### config.mk
export PLATFORM = sky130hd
export DESIGN_NAME = layer_line_reader
export DESIGN_NICKNAME = d
export VERILOG_FILES = /design/src/rtl/layer_line_reader.sv
export SDC_FILE = /design/constraint.sdc
export NUM_CORES = 1
export LEC_CHECK = 0
export ABC_AREA = 1
export ABC_CLOCK_PERIOD_IN_PS = 2750
export BUFFER_PORTS_ARGS = -buffer_cell sky130_fd_sc_hd__buf_2
export CELL_PAD_IN_SITES_DETAIL_PLACEMENT = 2
export CELL_PAD_IN_SITES_GLOBAL_PLACEMENT = 2
export CORE_ASPECT_RATIO = 1.25
export CORE_MARGIN = 3
export CORE_UTILIZATION = 32
export DETAILED_ROUTE_END_ITERATION = 8
export GPL_TIMING_DRIVEN = 1
export PLACE_DENSITY_LB_ADDON = 0.1
export SYNTH_ARGS = -nofsm -noshare
export SYNTH_HDL_FRONTEND = slang
export SYNTH_SLANG_ARGS = --single-unit
### constraint.sdc
create_clock -name clk -period 2.75 [get_ports clk]
set_clock_uncertainty 0.1 [all_clocks]
set_input_delay 0.4125 -clock clk [delete_from_list [all_inputs] [get_ports clk]]
set_output_delay 0.4125 -clock clk [all_outputs]
set_load 0.02 [all_outputs]
### src/rtl/layer_line_reader.sv
// Composer-side line-buffer reader: walks a fractional read position across the
// active width and realigns the one-clock-late buffer data into a pixel stream.
module layer_line_reader #(
    parameter int H_ACTIVE  = 640,
    parameter int IDX_WIDTH = 10,
    parameter int FRAC_BITS = 7
) (
    input  logic                 clk,
    input  logic                 rst,
    input  logic                 line_start,
    input  logic [IDX_WIDTH-1:0] start_idx,
    input  logic [7:0]           hscale,
    output logic [IDX_WIDTH-1:0] composer_rd_idx,
    input  logic [7:0]           composer_rd_data,
    output logic [7:0]           pix_data,
    output logic                 pix_valid,
    output logic                 pix_last,
    output logic                 busy
);

    localparam int POS_W = IDX_WIDTH + FRAC_BITS;

    typedef enum logic {IDLE, RUN} state_t;

    state_t               state;
    logic [POS_W-1:0]     pos;
    logic [IDX_WIDTH-1:0] cnt;
    logic                 issue_v;
    logic                 issue_last;
    logic                 last_read;

    assign composer_rd_idx = pos[POS_W-1:FRAC_BITS];
    assign busy            = (state == RUN);
    assign last_read       = (cnt == IDX_WIDTH'(H_ACTIVE - 1));

    // A line_start cycle (from IDLE or aborting a running line) only reloads the
    // position; reads of the new line begin on the following cycle.
    always_ff @(posedge clk) begin
        if (rst) begin
            state      <= IDLE;
            pos        <= '0;
            cnt        <= '0;
            issue_v    <= 1'b0;
            issue_last <= 1'b0;
            pix_data   <= '0;
            pix_valid  <= 1'b0;
            pix_last   <= 1'b0;
        end else begin
            issue_v    <= 1'b0;
            issue_last <= 1'b0;
            pix_valid  <= issue_v;
            pix_last   <= issue_last;
            if (issue_v) begin
                pix_data <= composer_rd_data;
            end

            case (state)
                IDLE: begin
                    if (line_start) begin
                        pos   <= {start_idx, {FRAC_BITS{1'b0}}};
                        cnt   <= '0;
                        state <= RUN;
                    end
                end
                RUN: begin
                    if (line_start) begin
                        pos <= {start_idx, {FRAC_BITS{1'b0}}};
                        cnt <= '0;
                    end else begin
                        issue_v    <= 1'b1;
                        issue_last <= last_read;
                        pos        <= pos + POS_W'(hscale);
                        cnt        <= cnt + 1'b1;
                        if (last_read) begin
                            state <= IDLE;
                        end
                    end
                end
                default: state <= IDLE;
            endcase
        end
    end

endmodule
# == Yosys cells after proc, flatten, opt, wreduce, memory -nomap -nowiden ==
# Index checks and enable logic that the tools add are counted.
# W data, S select, Z words.
# op_classes
n_addsub,2
n_eq_ne,2
n_mux,11
n_bitwise,1
reduce_logical,2
# op_table
operator,n
$mux W17,2
$pmux W17 S2,1
$mux W10,2
$pmux W10 S2,1
$add A17 B8 Y17,1
$add A10 B1 Y10 const B,1
$eq A10 B10 Y1 const B,1
$mux W1,4
$reduce_or A3 Y1,1
$ne A2 B2 Y1 const B,1
$pmux W1 S2,1
$reduce_or A2 Y1,1
$not A1 Y1,1
# totals
regBits,40
input_bits,29
out_inout_bits,21

# == Logic depth before layout (Yosys ltp) ==
# logic_depth
depth_word,4
mapped_depth,12
ltp_nobuf,12

# == Worst setup path after synthesis ==
# Ideal clock, no wire load.
# synth_timing
kind,input port to flip-flop
from,input hscale[0]
to,register pos[16]
arrival_ns,1.588
required_time_ns,2.533
path_slack_ns,0.945
stages,11
path_buffers,0
path_cell_list,ha_1 > inv_1 > fa_1 > inv_1 > nand3_1 > nand3_1 > nand3_1 > nand2_2 > nand3_1 > nor2_1 > o21ai_1
# synth_via
elab_chain_len,3
# synth_rtl
element,line,text
start: declaration,12,"input logic [7:0] hscale,"
$add A17 B8 Y17,72,pos <= pos + POS_W'(hscale);
$mux W17,66,if (line_start) begin
$pmux W17 S2,57,case (state)
end signal: assignment,60,"pos <= {start_idx, {FRAC_BITS{1'b0}}};"
end signal: assignment,67,"pos <= {start_idx, {FRAC_BITS{1'b0}}};"
end signal: assignment,72,
end: declaration,26,logic [POS_W-1:0] pos;
# Every way passes these cells.
# A chain may end at the register's enable or synchronous reset.

# == Final worst setup path ==
# layout_timing
from,register pos[0]
to,register pos[12]
# layout_via
elab_chain_len,3
# layout_rtl
element,line
$add A17 B8 Y17,72
$mux W17,66
$pmux W17 S2,57
# Every way passes these cells.

==> flow_summary.json <==
{
  "arrival_ns": 2.07,
  "finalCriticalPeriod_ns": 1.95,
  "hp-start": "composer_rd_data[2]",
  "hold_viol_final": 0,
  "clock_sinks": 40,
  "crit_type": "reg2reg",
  "drv_cap": 0,
  "fmaxAchievable_mhz": 513,
  "via_per_inst": 4.94,
  "intPower_uw": 936,
  "required_ns": 2.87,
  "r2r_slack_ns": 0.80,
  "finalWeightedCongestion": 0.784,
  "p_leak_nw": 1.23,
  "ys_seq_elements": 40,
  "grt_use_total_pct": 17.9,
  "yosysSeqAreaShare_pct": 34.5,
  "power_switching_uw": 368,
  "synth_cells": 332,
  "grt_max_degree": 21,
  "r2r-end": "pos[12]",
  "end_kind": "register",
  "layout_common_cells": "nand2_1, buf_2, dfxtp_1",
  "endpoint": "pos[12]",
  "drc": 0,
  "antenna_found_initial": 0,
  "cts_root_buffer": "clkbuf_8",
  "overflow": 0,
  "syn-num-nets": 371,
  "wire_per_inst_um": 14.7,
  "routed_wirelength_mm": 6.79,
  "yosys.area.top_type": "dfxtp_1",
  "first_pass_iters": 4,
  "critPathMaxFanout": 5,
  "worstSkewPairLatency_ns": 0.29,
  "finish.utilization_pct": 37.8,
  "r2r.worst_path.cells": 12,
  "tritoncts": "yes",
  "port_buffers": 49,
  "fin_ws_ns": 0.800,
  "p_clk_share_pct": 38.0,
  "final_common_cell": "nand2_1",
  "path_clk_slew_ns": 0.09,
  "hpwl_mm": 5.30,
  "drive_gt1_share_pct": 20.1,
  "rsz0062_at_grt": "no",
  "postCtsHoldBufs": 0,
  "die_h_um": 101,
  "hold_class": "in2reg",
  "power_frac_seq_pct": 47.4,
  "finish.net_count": 411,
  "switching_share_pct": 28.2,
  "ys_types": 36,
  "outcome": "finished, final reports clean",
  "grt_pass1_wl_mm": 11.4,
  "avgSynthCellArea_um2": 6.99,
  "reg2reg_from": "pos[0]",
  "post-route-period-util_pct": 70.9,
  "crit_path_start": "pos[0]",
  "cts_inserted_buffers": 5,
  "htreeDepth": 2,
  "pre_cts_ws_ns": 0.650,
  "synthesis.area_mm2": 0.00232,
  "cp-start-kind": "register",
  "die_area_mm2": 0.00832,
  "irDropWorstVdd_uv": 214,
  "drt_iter0_markers": 39,
  "worstMarginPinSlew_ns": 0.507,
  "area_growth_pct": 14.2,
  "synth.area.top_cells": "dfxtp_1, nand2_1, inv_1",
  "grt_pass1_vias": 2442,
  "relSlewSlack_pct": 66.2,
  "ant_nets": 0,
  "num_antenna_cells": 0,
  "slew_viol_final": 0,
  "coreArea_mm2": 0.00702,
  "vias": 2288,
  "p_per_area_mw_per_mm2": 492,
  "start_util_pct": 33.1,
  "yosysTopAreaCellShare_pct": 34.5,
  "ys_warn_count": 0,
  "cts_buffer_depth": 2,
  "std_cell_rows": 34,
  "postCtsSetupBuffers": 0,
  "ios": 50,
  "post_cts_resize_count": 0,
  "fp.dieW_um": 82.2,
  "setup_tns_ns": 0,
  "finalSetupViolCount": 0,
  "pwr-share-comb_pct": 14.6
}
[Yosys cell counts]
| cell type | count |
|---|---|
| a211oi_1 | 1 |
| o211ai_1 | 1 |
| fa_1 | 1 |
| nor3_1 | 2 |
| a21o_1 | 2 |
| nor2_2 | 4 |
| and2_1 | 1 |
| or2_0 | 1 |
| nand2_2 | 4 |
| nand2_1 | 74 |
| clkbuf_8 | 2 |
| o21ai_0 | 17 |
| clkinv_1 | 3 |
| dfxtp_1 | 40 |
| clkbuf_1 | 1 |
| inv_2 | 1 |
| nand4_1 | 1 |
| nor2_4 | 3 |
| a21oi_1 | 23 |
| or2_2 | 2 |
| inv_1 | 39 |
| a221oi_1 | 1 |
| a22oi_1 | 9 |
| buf_6 | 3 |
| nand3_2 | 1 |
| nand3_1 | 28 |
| or2_1 | 1 |
| nand3b_1 | 3 |
| o22ai_1 | 2 |
| o21ai_1 | 2 |
| nor4_2 | 1 |
| nor3_2 | 1 |
| ha_1 | 9 |
| a32o_1 | 1 |
| nor2_1 | 36 |
| buf_4 | 11 |
[flip-flops by register name, indices dropped and copies added, names as in the netlist]
register,cells
pix_last,1
cnt,10
pix_valid,1
issue_last,1
pix_data,8
issue_v,1
busy,1
pos,17
[layout make-up]
type	instances	area [µm²]
well taps	90	113
clock buffers	5	68.8
clock inverters	3	42.5
multi-input cells	232	1210
flip-flops and latches	40	801
fillers	905	4370
repair buffers	50	253
inverters	43	161
[metal layers]
| layer | track usage (%) | vias up | part of all wire [%] |
|---|---|---|---|
| met4 | 4.22 | 0 | 0.52 |
| met5 | 0 | - | 0 |
| met3 | 3.29 | 2 | 2.2 |
| met1 | 21.2 | 1111 | 44 |
| li1 | - | 1147 | - |
| met2 | 32.6 | 28 | 53 |
[metrics by stage]
step	instance area (µm²)	instances	hold slack (ns)	power, mW
after global routing	2650	463	0.245	1.39
final	2650	463	0.247	1.30
after detailed placement	2540	455	0.308	0.827
after global placement	2540	455	0.292	0.820
after CTS	2650	463	0.240	1.33
after floorplan	2320	332	0.288	0.768
[cells by family after synthesis]
logic type                 count (synthesis)  share of synthesized area [%]
AOI/OAI and AO/OA                         59                           14.6
buffers and inverters                     60                           13.3
DFF                                       40                           34.5
and+or+nand+nor                          163                           31.9
adders and majority gates                 10                           5.71
[worst max-delay path, stage by stage, from the launching register on]
cell and delay (ns):
dfxtp_1 0.34, ha_1 0.16, inv_1 0.05, fa_1 0.36, inv_1 0.11, nand3_1 0.08, nand3_1 0.11, nand3_1 0.11
nand2_2 0.11, nand2_1 0.07, nand2_1 0.07, nand3_1 0.07, a21oi_1 0.14
[worst min-delay path by stage]
stage	endpoint	cells past startpoint	slack (ns)
floorplan	pix_last	2	0.29
detailed placement	pix_last	2	0.31
global route	pix_data[0]	3	0.24
CTS	pix_data[6]	3	0.24
global placement	pix_last	2	0.29
finish	pix_data[2]	3	0.25
[power by group through the flow]
stage	combinational, mW	sequential, mW	clock (mW)
after floorplan	0.133	0.635	0
after global placement	0.188	0.632	0
after detailed placement	0.194	0.633	0
after CTS	0.195	0.620	0.518
after global routing	0.217	0.623	0.552
final	0.190	0.619	0.495
No activity file was read; power rests on OpenSTA's default activity.
